## config.mk

```make
export PLATFORM = sky130hd
export DESIGN_NAME = shift_add_mult_ctrl
export DESIGN_NICKNAME = d
export VERILOG_FILES = /design/src/rtl/mult_ctrl_pkg.sv /design/src/rtl/full_adder_8bits.sv /design/src/rtl/shift_add_mult_ctrl.sv
export SDC_FILE = /design/constraint.sdc
export NUM_CORES = 1
export LEC_CHECK = 0
export CORE_UTILIZATION = 48
export DETAILED_ROUTE_END_ITERATION = 10
export GPL_TIMING_DRIVEN = 0
export PLACE_DENSITY = 0.79
export SETUP_SLACK_MARGIN = 0.15
export SLEW_MARGIN = 20
export SYNTH_ARGS = -nofsm -noshare
export SYNTH_HDL_FRONTEND = slang
export SYNTH_HIERARCHICAL = 1
export SYNTH_SLANG_ARGS = --single-unit
export TNS_END_PERCENT = 100
```

## constraint.sdc

```tcl
create_clock -name clk -period 4.8 [get_ports clk]
set_clock_uncertainty 0.2 [all_clocks]
set_input_delay 1.44 -clock clk [delete_from_list [all_inputs] [get_ports clk]]
set_output_delay 1.44 -clock clk [all_outputs]
set_load 0.005 [all_outputs]
```

## src/rtl/mult_ctrl_pkg.sv

```systemverilog
// Shared encodings for the shift-and-add multiplier controller and its bench.
package mult_ctrl_pkg;

    localparam logic [1:0] S_IDLE   = 2'd0;
    localparam logic [1:0] S_CALC   = 2'd1;
    localparam logic [1:0] S_DONE   = 2'd2;
    localparam logic [2:0] CNT_LAST = 3'd7;

endpackage

```

## src/rtl/full_adder_8bits.sv

```systemverilog
// 8-bit ripple-carry adder; the single shared datapath adder of the multiplier.
module full_adder_8bits (
    input  logic [7:0] n_1,
    input  logic [7:0] n_2,
    input  logic       cin,
    output logic [7:0] sum,
    output logic       cout
);

    logic carry;

    // NOTE: every variable written here gets a value before any branch or loop, so no latch is inferred.
    always_comb begin
        carry = cin;
        sum   = '0;
        for (int i = 0; i < 8; i++) begin
            sum[i] = n_1[i] ^ n_2[i] ^ carry;
            carry  = (n_1[i] & n_2[i]) | (carry & (n_1[i] ^ n_2[i]));
        end
        cout = carry;
    end

endmodule

```

## src/rtl/shift_add_mult_ctrl.sv

```systemverilog
// Sequential 8x8 unsigned multiplier: one adder reused over eight shift-and-add cycles,
// with valid/ready handshakes on operands and product.
module shift_add_mult_ctrl
    import mult_ctrl_pkg::*;
(
    input  logic        clk,
    input  logic        rst,
    input  logic        in_valid,
    output logic        in_ready,
    input  logic [7:0]  a,
    input  logic [7:0]  b,
    output logic        out_valid,
    input  logic        out_ready,
    output logic [15:0] product,
    output logic        busy
);

    logic [1:0] state_q, state_d;
    logic [2:0] cnt_q, cnt_d;
    logic [7:0] mcand_q, mcand_d;
    logic [7:0] acc_hi_q, acc_hi_d;
    logic [7:0] acc_lo_q, acc_lo_d;

    logic [7:0] add_n2;
    logic [7:0] add_sum;
    logic       add_cout;

    assign add_n2 = acc_lo_q[0] ? mcand_q : 8'h00;

    full_adder_8bits u_adder (
        .n_1  (acc_hi_q),
        .n_2  (add_n2),
        .cin  (1'b0),
        .sum  (add_sum),
        .cout (add_cout)
    );

    always_comb begin
        state_d  = state_q;
        cnt_d    = cnt_q;
        mcand_d  = mcand_q;
        acc_hi_d = acc_hi_q;
        acc_lo_d = acc_lo_q;
        case (state_q)
            S_IDLE: begin
                if (in_valid) begin
                    mcand_d  = a;
                    acc_hi_d = 8'h00;
                    acc_lo_d = b;
                    cnt_d    = 3'd0;
                    state_d  = S_CALC;
                end
            end
            S_CALC: begin
                // The adder carry-out becomes the top bit, so the shift never loses product bits.
                {acc_hi_d, acc_lo_d} = {add_cout, add_sum, acc_lo_q[7:1]};
                cnt_d = cnt_q + 3'd1;
                if (cnt_q == CNT_LAST) begin
                    state_d = S_DONE;
                end
            end
            S_DONE: begin
                if (out_ready) begin
                    state_d = S_IDLE;
                end
            end
            default: state_d = S_IDLE;
        endcase
    end

    // NOTE: sequential state uses non-blocking assignments so every register samples pre-edge values.
    always_ff @(posedge clk or posedge rst) begin
        if (rst) begin
            state_q  <= S_IDLE;
            cnt_q    <= 3'd0;
            mcand_q  <= 8'h00;
            acc_hi_q <= 8'h00;
            acc_lo_q <= 8'h00;
        end else begin
            state_q  <= state_d;
            cnt_q    <= cnt_d;
            mcand_q  <= mcand_d;
            acc_hi_q <= acc_hi_d;
            acc_lo_q <= acc_lo_d;
        end
    end

    assign in_ready  = (state_q == S_IDLE);
    assign out_valid = (state_q == S_DONE);
    assign busy      = (state_q == S_CALC) || (state_q == S_DONE);
    assign product   = {acc_hi_q, acc_lo_q};

endmodule
```

==> flow_summary.ini <==
[outcome]
run_status = finished, violations left
violations = design-rule violations

[sta]
finalHoldViolations = 0
final.setup.worst_slack_ns = 0.5481
final_max_slew_viol_count = 0
maxSlewHeadroom_pct = 59.76
timing_worst_slew_pin_value_ns = 0.6027
rsz0062_at_grt = no
setup-tns-final_ns = 0
final_period_minus_worst_setup_slack_ns = 4.252
max_clock_freq_mhz = 235.2
hold_ws_ns = 0.3007
setup_viol = 0
final_min_period_over_clock_period_pct = 88.58

[floorplan]
ios = 39
dieHeight_um = 57.98
initial_core_util_pct = 52.72
die_x_um = 57.98
rows = 19
core_area_um2 = 2853
fp.dieArea_um2 = 3361

[routing]
vias_per_cell = 5.203
drtIter0Drc = 34
wl_per_cell_um = 15.24
antenna_violating_nets_post_route = 0
vias_after_detailed_routing = 1025
firstDrtPassIters = 7
drc_markers = 4
route.final.wire_length_mm = 3.003

[place]
hpwlAfterDp_mm = 2.236
port_buffers = 38
dp_slack_ns = 0.5593
weighted_congestion_reported_at_the_end_of_routability_driven_placement = 0.7545

[power_and_ir_drop]
cellPowerDensity_nw_per_um2 = 607.2
total_power_mw = 1.201
vdd_ir_drop_max_mv = 0.2897
power.leakage_nw = 0.9243

[grt]
grt_pass1_wl_mm = 5.023
globalRoute.totalOverflow = 0
grt_start_max_net_pins = 30
antenna_found_initial = 0
first_global_vias = 1128
grt_util_all_layers_pct = 20.55

[synth]
synth_nets = 155
post_synth.cell_area_avg_um2 = 12.43
yosysTopAreaCellShare_pct = 48.25
post-synth-top-area-cell = dfrtp_1
yosys_warnings = 6
synthTopCellsByArea = dfrtp_1 (48%), fa_1 (11%), mux2_2 (6.7%)
synth_area_um2 = 1504
synth.lib_cells_used.distinct = 18
ys_ff_latch = 29
synth-seq-area-share_pct = 48.25
syn-instance-count = 121

[cts]
cts_max_path_buffers = 2
cts_made_buffers = 5
htreeDepth = 2
cts-hold-fix-buffers = 0
clock-sinks = 29
cts.reportedPaths.clkPinSlew_ns = 0.09
post_cts.resized_instances = 0
ctsRootBufferMaster = clkbuf_4
clock_insertion_delay_worst_skew_ns = 0.33
tritoncts = done
cts_post_setup_buffers_inserted = 0

[hold_path]
timing.hold.worst.class = reg -> reg
timing.hold.worst.start = mcand_q[4]
worstHoldEndpoint = mcand_q[4]
hold_depth = 1

[cells_and_area]
areaGrowthSynthToFinish_pct = 31.53
register_area_um2 = 725.7
antenna_cells = 0
nets = 200
multi_input_area_um2 = 699.4
nFillCells = 231
mostFrequentLayoutCells = clkdlybuf4s50_1 (38), dfrtp_1 (29), inv_1 (13)
post_route_cells_drive_above_1_share_pct = 14.46
mostFrequentLayoutCell = clkdlybuf4s50_1
core_utilization_of_the_finished_layout_pct = 69.34

[worst_setup_path]
worst_setup_path_end_kind = register
reg2reg_depth = 14
critPathLaunchType = register
path_class = reg -> reg
reg2reg_from = acc_lo_q[0]
critPathRequiredTime_ns = 4.87
reg2reg_setup_slack_ns = 0.55
ff_to_ff_end = acc_hi_q[6]
worst-endpoint-arrival_ns = 4.32
cp_max_fo = 10

[run]
maxCapViolCount = 0
## stage by stage
step / cells / instance area (um2)
6_report: 197 / 1978
3_5_place_dp: 190 / 1923
3_3_place_gp: 190 / 1923
4_1_cts: 197 / 1978
5_1_grt: 197 / 1978
2_1_floorplan: 121 / 1504
## state kept, by name, summed over array words and instances, names as in the netlist
register / cells
acc_hi_q: 8
acc_lo_q: 8
cnt_q: 3
mcand_q: 8
state_q: 2
## kinds of logic (layout without fill, tap and decap cells)
kind of cell	Yosys count	count (layout)	share of synthesized area, %
AO/OA/AOI/OAI	19	19	9.234
adder cells (fa/ha/maj)	14	14	15.64
buffers and inverters	19	64	5.241
flip-flops	29	29	48.25
multiplexers	20	20	14.98
other	1	1	0.2493
AND/OR/NAND/NOR	19	19	6.406
## power by group
group | internal, mW | leakage [nW] | switching [mW] | total [mW]
clock | 0.0690 | 0.0314 | 0.0828 | 0.152
combinational | 0.350 | 0.529 | 0.262 | 0.612
sequential | 0.354 | 0.364 | 0.0834 | 0.438
total | 0.773 | 0.924 | 0.428 | 1.20
## metal layers
| layer | track usage, % | wire [um] | share of wire, % |
|---|---|---|---|
| met5 | 0 | 0 | 0 |
| met4 | 6.122 | 16 | 0.53 |
| met3 | 8.036 | 193 | 6.4 |
| met2 | 34.48 | 1565 | 52 |
| met1 | 24.55 | 1227 | 41 |
## synthesized netlist by cell type (all sizes together)
library cell	n
a22o	10
and2	9
buf	4
conb	1
dfrtp	29
fa	8
ha	6
inv	15
mux2	11
mux2i	9
nand2	9
nand2b	1
o21ai	8
o221a	1
## worst max path at each step
stage,start,cells past startpoint,to
2_1_floorplan,acc_lo_q[0],14,acc_hi_q[6]
3_3_place_gp,acc_lo_q[0],14,acc_hi_q[6]
3_5_place_dp,acc_lo_q[0],14,acc_hi_q[6]
4_1_cts,acc_lo_q[0],14,acc_hi_q[6]
5_1_grt,acc_lo_q[0],14,acc_hi_q[6]
6_report,acc_lo_q[0],14,acc_hi_q[6]
## worst max-delay path, stage by stage (launching register included)
cell	delay (ns)
dfrtp_1	0.49
and2_1	0.22
fa_1	0.38
inv_1	0.07
fa_1	0.16
inv_1	0.05
fa_1	0.37
fa_1	0.39
fa_1	0.39
fa_1	0.41
fa_1	0.38
inv_1	0.09
fa_1	0.41
inv_1	0.06
a22o_1	0.12
## final cells by class
type | count | share of cell area, %
well taps | 31 | 1.961
repair buffers | 38 | 19.23
inverters | 15 | 2.846
multi-input cells | 73 | 35.36
clock buffers | 7 | 2.783
plain buffers | 4 | 1.139
flip-flops and latches | 29 | 36.69
No activity file was read; power rests on OpenSTA's default activity.
